### src/rtl/fpgc_instr_pkg.sv
// Instruction word layout and format codes, shared by the encoder and decoder.
package fpgc_instr_pkg;

  localparam int INSTR_W = 32;
  localparam int ADDR_W  = 27;

  localparam int OP_LSB    = 28;
  localparam int OP_W      = 4;
  localparam int CE_BIT    = 27;
  localparam int OPC_LSB   = 23;
  localparam int OPC_W     = 4;
  localparam int C11_LSB   = 12;
  localparam int C11_W     = 11;
  localparam int C16_LSB   = 12;
  localparam int C16_W     = 16;
  localparam int C27_LSB   = 1;
  localparam int C27_W     = 27;
  localparam int AREG_LSB  = 8;
  localparam int BREG_LSB  = 4;
  localparam int DREG_LSB  = 0;
  localparam int REG_W     = 4;
  localparam int FLAG0_BIT = 0;

  localparam logic [1:0] FMT_ARITH = 2'd0;
  localparam logic [1:0] FMT_C16   = 2'd1;
  localparam logic [1:0] FMT_C27   = 2'd2;
  localparam logic [1:0] FMT_RSVD  = 2'd3;

  typedef struct packed {
    logic [OP_W-1:0]  instr_op;
    logic             ce;
    logic [OPC_W-1:0] opcode;
    logic [C11_W-1:0] const11;
    logic [C16_W-1:0] const16;
    logic [C27_W-1:0] const27;
    logic [REG_W-1:0] areg;
    logic [REG_W-1:0] breg;
    logic [REG_W-1:0] dreg;
    logic             flag0;
  } instr_fields_t;

  function automatic logic [INSTR_W-1:0] encode_instr(input logic [1:0] fmt,
                                                      input instr_fields_t f);
    logic [INSTR_W-1:0] w;
    w = '0;
    w[OP_LSB +: OP_W] = f.instr_op;
    case (fmt)
      FMT_ARITH: begin
        w[CE_BIT]               = f.ce;
        w[OPC_LSB +: OPC_W]     = f.opcode;
        w[C11_LSB +: C11_W]     = f.const11;
        w[AREG_LSB +: REG_W]    = f.areg;
        w[BREG_LSB +: REG_W]    = f.breg;
        w[DREG_LSB +: REG_W]    = f.dreg;
      end
      FMT_C16: begin
        w[C16_LSB +: C16_W]     = f.const16;
        w[AREG_LSB +: REG_W]    = f.areg;
        w[BREG_LSB +: REG_W]    = f.breg;
        w[DREG_LSB +: REG_W]    = f.dreg;
      end
      FMT_C27: begin
        w[C27_LSB +: C27_W]     = f.const27;
        w[FLAG0_BIT]            = f.flag0;
      end
      default: ;
    endcase
    return w;
  endfunction

endpackage

### src/rtl/instr_fifo.sv
// 4-deep, 32-bit word FIFO; head entry is read straight from storage registers.
module instr_fifo
  import fpgc_instr_pkg::*;
(
  input  logic               clk,
  input  logic               rst_n,
  input  logic               push_i,
  input  logic [INSTR_W-1:0] din_i,
  input  logic               pop_i,
  output logic [INSTR_W-1:0] dout_o,
  output logic               full_o,
  output logic               empty_o
);

  logic [3:0][INSTR_W-1:0] mem_q;
  logic [1:0]              wr_ptr_q, rd_ptr_q;
  logic [2:0]              cnt_q;
  logic                    do_push, do_pop;

  assign full_o  = (cnt_q == 3'd4);
  assign empty_o = (cnt_q == 3'd0);
  assign do_push = push_i && !full_o;
  assign do_pop  = pop_i && !empty_o;
  assign dout_o  = mem_q[rd_ptr_q];

  always_ff @(posedge clk or negedge rst_n) begin
    if (!rst_n) begin
      mem_q    <= '0;
      wr_ptr_q <= '0;
      rd_ptr_q <= '0;
      cnt_q    <= '0;
    end else begin
      if (do_push) begin
        mem_q[wr_ptr_q] <= din_i;
        wr_ptr_q        <= wr_ptr_q + 2'd1;
      end
      if (do_pop) rd_ptr_q <= rd_ptr_q + 2'd1;
      // simultaneous push/pop leaves occupancy unchanged
      case ({do_push, do_pop})
        2'b10:   cnt_q <= cnt_q + 3'd1;
        2'b01:   cnt_q <= cnt_q - 3'd1;
        default: cnt_q <= cnt_q;
      endcase
    end
  end

endmodule

### src/rtl/instruction_encoder.sv
// Packs instruction field sets into 32-bit words and streams them to
// sequential memory addresses through a small FIFO.
module instruction_encoder
  import fpgc_instr_pkg::*;
(
  input  logic               clk,
  input  logic               reset,
  input  logic               start,
  input  logic               finish,
  input  logic [ADDR_W-1:0]  base_addr,
  input  logic               in_valid,
  output logic               in_ready,
  input  logic [1:0]         fmt,
  input  logic [OP_W-1:0]    instrOP,
  input  logic               ce,
  input  logic [OPC_W-1:0]   opcode,
  input  logic [C11_W-1:0]   const11,
  input  logic [C16_W-1:0]   const16,
  input  logic [C27_W-1:0]   const27,
  input  logic [REG_W-1:0]   areg,
  input  logic [REG_W-1:0]   breg,
  input  logic [REG_W-1:0]   dreg,
  input  logic               flag0,
  output logic               wr_req,
  input  logic               wr_ack,
  output logic [ADDR_W-1:0]  wr_addr,
  output logic [INSTR_W-1:0] wr_data,
  output logic               busy,
  output logic               done,
  output logic [ADDR_W-1:0]  count,
  output logic               err
);

  localparam logic [1:0] ST_IDLE  = 2'd0;
  localparam logic [1:0] ST_RUN   = 2'd1;
  localparam logic [1:0] ST_DRAIN = 2'd2;

  logic [1:0]         state_q, state_d;
  logic [ADDR_W-1:0]  addr_q, count_q;
  logic               err_q;
  logic               fifo_full, fifo_empty;
  logic [INSTR_W-1:0] fifo_dout, enc_word;
  logic               accept, push, pop, start_go;
  instr_fields_t      fields;

  assign fields = '{instr_op: instrOP, ce: ce, opcode: opcode, const11: const11,
                    const16: const16, const27: const27, areg: areg, breg: breg,
                    dreg: dreg, flag0: flag0};
  assign enc_word = encode_instr(fmt, fields);

  // ready depends only on registered state so it never loops through wr_ack
  assign in_ready = (state_q == ST_RUN) && !fifo_full;
  assign accept   = in_valid && in_ready;
  assign push     = accept && (fmt != FMT_RSVD);
  assign wr_req   = (state_q != ST_IDLE) && !fifo_empty;
  assign pop      = wr_req && wr_ack;
  assign start_go = start && (state_q == ST_IDLE);

  assign wr_addr = addr_q;
  assign wr_data = wr_req ? fifo_dout : '0;
  assign busy    = (state_q != ST_IDLE);
  assign done    = (state_q == ST_DRAIN) && fifo_empty;
  assign count   = count_q;
  assign err     = err_q;

  always_comb begin
    state_d = state_q;
    case (state_q)
      ST_IDLE:  if (start)      state_d = ST_RUN;
      ST_RUN:   if (finish)     state_d = ST_DRAIN;
      ST_DRAIN: if (fifo_empty) state_d = ST_IDLE;
      default:                  state_d = ST_IDLE;
    endcase
  end

  always_ff @(posedge clk or negedge reset) begin
    if (!reset) begin
      state_q <= ST_IDLE;
      addr_q  <= '0;
      count_q <= '0;
      err_q   <= 1'b0;
    end else begin
      state_q <= state_d;
      if (start_go) begin
        addr_q  <= base_addr;
        count_q <= '0;
        err_q   <= 1'b0;
      end else begin
        if (pop) begin
          addr_q  <= addr_q + 27'd1;
          count_q <= count_q + 27'd1;
        end
        if (accept && (fmt == FMT_RSVD)) err_q <= 1'b1;
      end
    end
  end

  instr_fifo u_fifo (
    .clk     (clk),
    .rst_n   (reset),
    .push_i  (push),
    .din_i   (enc_word),
    .pop_i   (pop),
    .dout_o  (fifo_dout),
    .full_o  (fifo_full),
    .empty_o (fifo_empty)
  );

endmodule

### config.mk
export PLATFORM = sky130hd
export DESIGN_NAME = instruction_encoder
export DESIGN_NICKNAME = d
export VERILOG_FILES = /design/src/rtl/fpgc_instr_pkg.sv /design/src/rtl/instr_fifo.sv /design/src/rtl/instruction_encoder.sv
export SDC_FILE = /design/constraint.sdc
export NUM_CORES = 1
export LEC_CHECK = 0
export CORE_MARGIN = 10
export CORE_UTILIZATION = 55
export CTS_CLUSTER_SIZE = 16
export DETAILED_ROUTE_END_ITERATION = 8
export GPL_ROUTABILITY_DRIVEN = 0
export PLACE_DENSITY = 0.92
export SETUP_SLACK_MARGIN = 0.5
export SYNTH_ARGS = -nofsm -noshare
export SYNTH_HDL_FRONTEND = slang
export SYNTH_SLANG_ARGS = --single-unit
### constraint.sdc
create_clock -name clk -period 5.6 [get_ports clk]
set_input_delay 1.12 -clock clk [delete_from_list [all_inputs] [get_ports clk]]
set_output_delay 1.12 -clock clk [all_outputs]
set_load 0.05 [all_outputs]
Word-level counts from Yosys, hierarchy flattened

Index checks and enable logic that the tools add are counted.
Widths: inputs -> output; s select.

Add/sub/neg operators: 6
Magnitude comparators: 3
Muxes and demuxes: 18
Equality and inequality tests: 12
Reduce and logical (&&, ||, !) cells: 21

Operators by type and width:

| operator              | count |
|---|---|
| $bwmux 128            | 1 |
| $mux 27               | 4 |
| $mux 32               | 3 |
| $pmux 28 s3           | 1 |
| $bmux 32 s2           | 1 |
| $demux 32 s2          | 1 |
| $add 27x1->27 const B | 2 |
| $logic_and 1x1->1     | 11 |
| $eq 2x2->1 const B    | 4 |
| $ne 2x2->1 const B    | 4 |
| $reduce_bool 2->1     | 4 |
| $eq 2x1->1 const B    | 3 |
| $lt 2x3->1 const B    | 2 |
| $mux 2                | 3 |
| $pmux 2 s3            | 1 |
| $pmux 3 s2            | 1 |
| $add 2x1->2 const B   | 2 |
| $logic_not 2->1       | 2 |
| $add 3x1->3 const B   | 1 |
| $eq 3x3->1 const B    | 1 |
| $logic_not 3->1       | 1 |
| $reduce_and 3->1      | 1 |
| $sub 3x1->3 const B   | 1 |
| $ge 2x1->1 const B    | 1 |
| 2 further kinds       | 4 |

Bits in registers: 192
Input bits: 111

Longest topological paths before layout

Depth in word-level cells: 8
Depth in mapped cells: 11
Gate-level depth less buffers: 10

By module

From an unflattened synthesis, not the netlist that was laid out.

Cell total of the unflattened synthesis: 805
Area total of the unflattened synthesis: 9,725.6 um^2

By module, submodules not included:

| module              | cells each | times used | area an instance (um^2) |
|---|---|---|---|
| instr_fifo          | 348        | 1          | 5,963.2 |
| instruction_encoder | 457        | 1          | 3,762.4 |

Worst setup path after synthesis

OpenSTA, ideal clock, no wires.

Path type: register -> output
Start: register state_q[0]
End: output port done
Required time: 4.480 ns
Data arrival time: 2.059 ns
Path buffers: 0
Stages on the path, launching flop included: 3
Setup slack: 2.421 ns
Path through: dfrtp_1 nand2b_1 nor4_1

Word-level cells in the longest chain between the ends: 2

RTL lines:

| element                  | RTL line                  | RTL |
|---|---|---|
| start: declaration       | instruction_encoder.sv:38 | `logic [1:0] state_q, state_d;` |
| start signal: assignment | instruction_encoder.sv:83 | `state_q <= state_d;` |
| $eq 2x2->1               | instruction_encoder.sv:62 | `assign done = (state_q == ST_DRAIN) && fifo_empty;` |
| $logic_and 1x1->1        | instruction_encoder.sv:62 |  |
| end: declaration         | instruction_encoder.sv:29 | `output logic done,` |

No other way between the ends.

Worst setup path in the final report

Start: register u_fifo.rd_ptr_q[0]
End: output port wr_data[12]

Word-level cells in the longest chain between the ends: 3

RTL lines:

| element                       | RTL line                  | RTL |
|---|---|---|
| start: declaration            | instr_fifo.sv:16          | `logic [1:0] wr_ptr_q, rd_ptr_q;` |
| start signal: assignment      | instr_fifo.sv:37          | `if (do_pop) rd_ptr_q <= rd_ptr_q + 2'd1;` |
| $bmux 32 s2                   | instr_fifo.sv:24          | `assign dout_o = mem_q[rd_ptr_q];` |
| $mux 32 (implied by the code) | instr_fifo.sv:24          |  |
| $mux 32                       | instruction_encoder.sv:60 | `assign wr_data = wr_req ? fifo_dout : '0;` |
| end: declaration              | instruction_encoder.sv:27 | `output logic [INSTR_W-1:0] wr_data,` |

No other way between the ends. The select of a mux whose other input is x is not followed.

==> flow_summary.json <==
{
  "postCtsHoldBufs": 0,
  "comb_power_share": 0.490,
  "place_hpwl_mm": 17.5,
  "cts_tree": "built",
  "tns_ns": 0,
  "grt_max_degree": 92,
  "switchingPower_mw": 3.25,
  "p_leak_nw": 5.08,
  "internal-power_mw": 4.15,
  "cp_slowest_cell": "dfrtp_2",
  "dr.pass1.iters": 7,
  "fin_crit_sh": 0.762,
  "synth_nets": 1002,
  "swShare": 0.440,
  "cpLargestDelayFamily": "flip-flops",
  "yosysSeqAreaShare": 0.504,
  "worstSetupStartpointType": "flip-flop",
  "crit_buf_inv": 1,
  "core_um2": 17200,
  "dp_cells": 1262,
  "synth.cell_area_um2": 9540,
  "nNetsFinal": 1175,
  "fin_skew_ns": 0.0143,
  "worstSetupEndpointType": "output pin",
  "route.detailed.drc": 0,
  "timing_hold_violations_final": 0,
  "finalWirelength_mm": 25.8,
  "dr.first_iter.drc_count": 464,
  "max_cap_viol_count": 0,
  "fill_cells": 1211,
  "cp.arrival_ns": 3.15,
  "fp.dieArea_um2": 23000,
  "outcome": "complete, no violations",
  "power_density_nw_per_um2": 608,
  "synth_most_common_cell": "dfrtp_1",
  "synth-edff-count": 0,
  "drive_gt1_frac": 0.123,
  "ant_nets": 0,
  "cts_sinks": 192,
  "grt_first_pass_wirelength_mm": 41.6,
  "htree_num_levels": 4,
  "ys_seq_elements": 192,
  "max-slew-margin-rel": 0.169,
  "power_frac_seq": 0.338,
  "cp_max_fo": 34,
  "grt_antenna_before_repair": 0,
  "diodes": 0,
  "port-buffer-count": 201,
  "required_ns": 4.48,
  "synth_area_leader_cell": "dfrtp_1",
  "fmax_mhz": 234,
  "worstSetupPathType": "reg2out",
  "ys_dominant_reg_cell": "dfrtp_1",
  "async_flop_share": 1.00,
  "cts.repair.resized": 0,
  "syn_inst": 883,
  "gr-usage-all-layers": 0.228,
  "wl_per_cell_um": 20.0,
  "ff_latch_area_um2": 4810,
  "synth.top_cell.area_share": 0.504,
  "setup_viol": 0,
  "clock-root-buffer": "clkbuf_16",
  "synth_top_cells_by_count": "dfrtp_1, nor2_1, a21oi_1",
  "ys_warn_count": 0,
  "drv_slew": 0,
  "post-cts-setup-buffers": 0,
  "vdd_drop_max_v": 0.000373,
  "clk_path_buf_depth": 2,
  "area_delta_synth_final_pct": 27.6,
  "final_cells": 1294,
  "fp.dieW_um": 152,
  "worstHoldPathType": "reg2reg",
  "viasPerCell": 5.82,
  "path_clk_slew_ns": 0.08,
  "rsz0062_at_grt": "no",
  "overflow": 0,
  "clock_power_share": 0.172,
  "final.min_clock_period_ns": 4.27,
  "initial_core_util": 0.555,
  "cts-buffers-inserted": 17,
  "num_rows": 48,
  "insertion_delay_ns": 0.44,
  "synthTopCellsByArea": "dfrtp_1, mux4_2, a21oi_1",
  "first_global_vias": 7836,
  "critPathMaxStageDelay_ns": 1.15,
  "vias": 7536,
  "ios": 202,
  "tightest_slew_ns": 1.24,
  "synth.avg_cell_area_um2": 10.8,
  "chipHeight_um": 152,
  "ys_types": 45,
  "multiInputGateArea_um2": 4340,
  "path_cells": "mux4_2 -> and2_1 -> clkdlybuf4s50_1"
}
==> placed cells by master (no fill, tap or decap), drive strengths merged, types with 8 or more instances in the layout <==
cell and n:
nor2 134, nand3 27, and3 13, and2 42
mux4 32, buf 8, nand2 47, xor2 41
xnor2 8, o21ai 32, mux2i 17, clkbuf 18
clkdlybuf4s50 200, dfrtp 192, inv 19, a21oi 112
nor2b 13, mux2 45, nand4 20
==> final timing paths <==
check                                    from               end  slack [ns]  depth (start not counted)
setup / recovery           u_fifo.rd_ptr_q[0]       wr_data[12]        1.33                          3
setup reg to reg              u_fifo.cnt_q[2]   u_fifo.cnt_q[2]        2.54                         10
min in group asynchronous               reset         count[11]        0.71                          1
hold / removal               u_fifo.mem_q[63]  u_fifo.mem_q[63]        0.51                          1
max in group asynchronous               reset   u_fifo.mem_q[7]        3.64                          2
hold reg to reg              u_fifo.mem_q[63]  u_fifo.mem_q[63]        0.51                          1
==> kinds of logic (layout without fill, tap and decap cells) <==
group | count (synthesis) | after routing | share of synthesized area
buf+inv | 67 | 253 | 0.0420
xor+xnor | 49 | 49 | 0.0450
compound gates | 154 | 154 | 0.0872
flops | 192 | 192 | 0.504
mux | 94 | 94 | 0.147
simple gates | 319 | 319 | 0.164
fa+ha+maj | 8 | 8 | 0.0113
==> through the flow <==
| step | area [um^2] | util | hold WS [ns] | total power [mW] | setup slack, ns |
|---|---|---|---|---|---|
| 2_1_floorplan | 9540 | - | 0.453 | 4.93 | 2.42 |
| 3_3_place_gp | 11600 | 0.672 | 0.468 | 5.95 | 1.72 |
| 3_5_place_dp | 11600 | 0.672 | 0.493 | 6.09 | 1.58 |
| 4_1_cts | 12200 | 0.709 | 0.509 | 7.43 | 1.29 |
| 5_1_grt | 12200 | 0.709 | 0.519 | 7.80 | 1.17 |
| 6_report | 12200 | 0.709 | 0.508 | 7.40 | 1.33 |
==> cell type report <==
cell class                      instances  share of cell area
Inverter                               12             0.00370
Tap cell                              225              0.0231
Sequential cell                       192               0.395
Clock buffer                           17              0.0350
Multi-Input combinational cell        624               0.357
Timing Repair Buffer                  209               0.171
Clock inverter                         15              0.0159
==> routing by layer <==
metal | GRT usage | wire (um) | vias to the layer above
met3 | 0.0558 | 2440 | 36
met1 | 0.289 | 10200 | 3716
met2 | 0.381 | 12800 | 361
met4 | 0.0610 | 381 | 0
li1 | - | - | 3423
met5 | 0 | 0 | -
==> flip-flops by register name (all words and copies together), names as in the netlist <==
name	count
state_q	2
u_fifo.wr_ptr_q	2
u_fifo.mem_q	128
err	1
u_fifo.rd_ptr_q	2
count	27
u_fifo.cnt_q	3
wr_addr	27
==> power groups by stage <==
stage / clock (mW) / sequential (mW) / combinational (mW)
2_1_floorplan: 0 / 2.66 / 2.27
3_3_place_gp: 0 / 2.45 / 3.50
3_5_place_dp: 0 / 2.50 / 3.60
4_1_cts: 1.29 / 2.49 / 3.65
5_1_grt: 1.33 / 2.59 / 3.88
6_report: 1.28 / 2.50 / 3.63
Power figures use the tool's default switching activity.
==> variant 1, RTL diff (config.mk and constraints unchanged) <==
Register the output `count` once more, cleared by the reset; this adds one clock of latency there. The other outputs are not delayed to match.
--- a/src/rtl/instruction_encoder.sv
+++ b/src/rtl/instruction_encoder.sv
@@ -60,7 +60,13 @@
   assign wr_data = wr_req ? fifo_dout : '0;
   assign busy    = (state_q != ST_IDLE);
   assign done    = (state_q == ST_DRAIN) && fifo_empty;
-  assign count   = count_q;
+  always_ff @(posedge clk or negedge reset) begin
+    if (!reset) begin
+      count <= '0;
+    end else begin
+      count <= count_q;
+    end
+  end
   assign err     = err_q;
 
   always_comb begin
Formal check against the unedited RTL: not equivalent (a bounded check fails within 4 cycles, from zero or initial values and one cycle with reset low).
==> variant 1 against the unedited design <==
- final area is 7.0% higher
- critical path depth increased by 1
- count of clock-buffer cells in the layout up 10
- worst setup slack got worse by 0.11 ns
- sequential power increased by 8.0%
- area after synthesis up 7.0%
- register-to-register slack worse by 0.29 ns
- wire length is 2.9% higher
- synthesized cell count up 5.3%
- sequential cell count rose by 27
- sequential share of layout area increased by 2.6 points
- via count grew 3.4%
- clock skew shrank 0.0070 ns
- total power increased by 6.7%
- critical path type unchanged
- largest power group unchanged
==> variant 1: results (changes against the unedited design) <==
- Pleak: 0.00548 µW (+7.9%)
- Vias: 7792 (+3.4%)
- First-pass iteration count of the detailed router: 5 (-2)
- Tot Pwr: 7900 µW (+6.7%)
- Vias in the first global route: 8232 (+5.1%)
- Max H-tree Level: 1 (-3)
- Clk pin slew, worst setup/hold paths: 0.06 ns (-0.02 ns)
- Post-Synth XOR/XNOR Area: 4.46% (-0.037 points)
- Largest net degree at the start of global routing: 133 (+45%)
- Flop+latch power: 2700 µW (+8.0%)
- GR Util met2: 38.2% (+0.12 points)
- Num CTS Buffers: 23 (+6)
- Yosys cell types: 46 (+2.2%)
- Initial antenna violation count: 0 (unchanged)
- Drt first-iter violations: 686 (+48%)
- Met1 WL: 10100 µm (-0.92%)
- Worst path max stage delay: 1.00 ns (-0.15 ns)
- Drt wl/cell: 19.6 µm (-1.6%)
- Worst skew pair latency: 0.50 ns (+0.06 ns)
- M3 GR Usage: 5.04% (-0.54 points)
- Post-synthesis sequential area ratio: 53.7% (+3.3 points)
- Max Slew Vio Count: 0 (unchanged)
- Pre-CTS WS: 1.66 ns (+0.0753 ns)
- Worst slew pin tran: 1.23 ns (-0.0113 ns)
- First-pass GRT wire length: 43300 µm (+4.0%)
- Share of layout cells above drive strength 1: 12.0% (-0.23 points)
- Worst Path Max Fanout: 28 (-18%)
- Post-DP HPWL: 18400 µm (+5.1%)
- Synth Area per Inst: 11.0 µm² (+1.6%)
- Top delay family on crit path: buffers and inverters
- Peak supply drop: 0.367 mV (-1.6%)
- Top cells by area, synth: dfrtp_1 (54%), mux4_2 (7.1%), a21oi_1 (6.2%)
- Met1 usage: 25.6% (-3.3 points)
- Switching share of power: 42.0% (-1.9 points)
- Met2 wire len: 14000 µm (+9.3%)
- Final Non-Filler Cells: 1353 (+4.6%)
- CP arrival: 3.26 ns (+0.11 ns)
- Hold path start: count_q[26]$_DFFE_PN0P_
- Status: finished, final reports clean
- Most common library cells after synthesis: dfrtp_1 (219), nor2_1 (145), a21oi_1 (126), nand2_1 (50), and2_1 (39)
- Post-Route Skew: 0.00726 ns (-0.00702 ns)
- Area share of fa/ha/maj cells after synthesis: 1.05% (-0.074 points)
- GRT Util Overall: 21.6% (-1.1 points)
- Max clock buf depth: 3 (+1)
## variant 1: final timing paths
check,cells after the start,end,slack (ns)
min in group asynchronous,1,count[20]$_DFF_PN0_,0.69
max,4,wr_data[25],1.22
max reg2reg,10,u_fifo.cnt_q[2]$_DFFE_PN0P_,2.25
min,0,count[26]$_DFF_PN0_,0.42
max in group asynchronous,2,count_q[5]$_DFFE_PN0P_,3.77
min reg2reg,0,count[26]$_DFF_PN0_,0.42
## variant 1: kinds of logic (layout without fill, tap and decap cells)
logic type               count (synthesis)  count (layout)
AO/OA/AOI/OAI                          166             166
flip-flops                             219             219
multiplexers                            82              82
adder cells (fa/ha/maj)                  8               8
XOR/XNOR                                52              52
AND/OR/NAND/NOR                        331             331
other                                    0               1
buffers and inverters                   72             265
## variant 1: cell type report
type | count | area [µm²]
clock inverter | 14 | 143
multi-input combinational | 639 | 4340
inverter | 13 | 48.8
fill | 1186 | 5060
timing repair buffer | 211 | 2090
antenna | 1 | 2.50
tap | 229 | 287
sequential | 219 | 5480
clock buffer | 27 | 631
==> variant 2, RTL diff (same flow settings) <==
Made on the original files. The package constant `INSTR_W` goes from 32 to 36.
--- a/src/rtl/fpgc_instr_pkg.sv
+++ b/src/rtl/fpgc_instr_pkg.sv
@@ -1,7 +1,7 @@
 // Instruction word layout and format codes, shared by the encoder and decoder.
 package fpgc_instr_pkg;
 
-  localparam int INSTR_W = 32;
+  localparam int INSTR_W = 36;
   localparam int ADDR_W  = 27;
 
   localparam int OP_LSB    = 28;
Ports: changed (resized wr_data); port bits go from 202 to 206. No check against the original RTL was run, so the function may have changed too.
==> variant 2 against the unedited design <==
- area after synthesis fell by 0.10%
- wire length fell by 3.4%
- final area rose by 0.24%
- sequential cell count did not move
- count of clock-buffer cells in the layout rose by 1
- worst setup slack got worse by 0.012 ns
- clock power fell by 8%
- die area barely moved
- maximum frequency fell by 0.28%
- total power fell by 0.49%
- first-iteration DRC count rose by 5.4%
- sequential share of layout area fell by 0.093 points
- largest cell class unchanged
- highest routed layer unchanged
==> variant 2: results (changes against the unedited design) <==
- M3 GR Usage: 5.91% (+0.33 points)
- Post-synthesis sequential area ratio: 50.4% (+0.053 points)
- First-pass iteration count of the detailed router: 5 (-2)
- Drt wl/cell: 18.9 µm (-5.5%)
- Most common library cells after synthesis: dfrtp_1 (192), nor2_1 (154), a21oi_1 (127), nand2_1 (53), and2_1 (41)
- Peak supply drop: 0.418 mV (+12%)
- Largest net degree at the start of global routing: 101 (+9.8%)
- Rel. slew slack: 24.0% (+7.1 points)
- Vias in the first global route: 7944 (+1.4%)
- Drt first-iter violations: 489 (+5.4%)
- Status: finished, final reports clean
- Pleak: 0.00505 µW (-0.53%)
- Top delay family on crit path: buffers and inverters
- Post-DP HPWL: 17400 µm (-0.60%)
- Share of layout cells above drive strength 1: 11.5% (-0.78 points)
- Sequential Power Share: 34.4% (+0.6 points)
- Vias: 7599 (+0.84%)
- CP arrival: 3.16 ns (about the same)
- Top cells by area, synth: dfrtp_1 (50%), mux4_2 (7.6%), a21oi_1 (6.7%)
- Max clock buf depth: 2 (unchanged)
- Worst path max stage delay: 0.94 ns (-0.21 ns)
- Net Sw Power: 3240 µW (-0.48%)
- Pre-CTS WS: 1.60 ns (+0.0177 ns)
- Power Internal: 4130 µW (-0.50%)
- Worst skew pair latency: 0.43 ns
- GRT Util Overall: 21.9% (-0.86 points)
- Worst Path Max Fanout: 25 (-26%)
- GR Util met2: 37.1% (-0.99 points)
- Yosys cell types: 48 (+6.7%)
[variant 2: cell count changes after synthesis, sizes merged, moves of 5 or more]
cell | unedited run | this run
xnor2 | 8 | 18
and3 | 13 | 8
xor2 | 41 | 28
o21ai | 32 | 25
nor4 | 3 | 12
nand3 | 27 | 15
nand2 | 47 | 53
nor2 | 134 | 154
a21oi | 112 | 127
mux2 | 45 | 32
[variant 2: final timing paths]
kind                                                  end  slack [ns]
max                                            wr_data[0]        1.32
min                          u_fifo.mem_q[30]$_DFFE_PN0P_        0.51
max reg2reg                   u_fifo.cnt_q[2]$_DFFE_PN0P_        2.32
min reg2reg                  u_fifo.mem_q[30]$_DFFE_PN0P_        0.51
max in group asynchronous  u_fifo.rd_ptr_q[0]$_DFFE_PN0P_        3.85
min in group asynchronous         wr_addr[25]$_DFFE_PN0P_        0.75
[variant 2: final cells by class]
type                    count  area (µm²)  area share (%)
repair buffers            209        2090            17.1
flip-flops and latches    192        4810            39.4
clock inverters            14         131            1.08
multi-input cells         651        4400            36.1
clock buffers              18         439            3.60
inverters                  14        52.6           0.431
well taps                 225         282            2.31
[variant 2: kinds of logic after synthesis]
logic type | synth area share (%)
adders and majority gates | 1.13
and+or+nand+nor | 17.5
other | 0.0394
DFF | 50.4
xor gates and xnor gates | 4.23
buffers and inverters | 3.60
AOI/OAI and AO/OA | 9.69
muxes | 13.3
[variant 2: routing by layer]
metal	part of all wire, %	up-vias
met4	1.4	0
met3	9.8	30
met2	48	323
met5	0	-
met1	40	3724
li1	-	3522
[variant 2: per-stage QoR]
| stage | instances | hold slack, ns |
|---|---|---|
| after CTS | 1323 | 0.507 |
| after global placement | 1291 | 0.485 |
| final | 1323 | 0.508 |
| after global routing | 1323 | 0.524 |
| after detailed placement | 1291 | 0.491 |
| after floorplan | 913 | 0.475 |
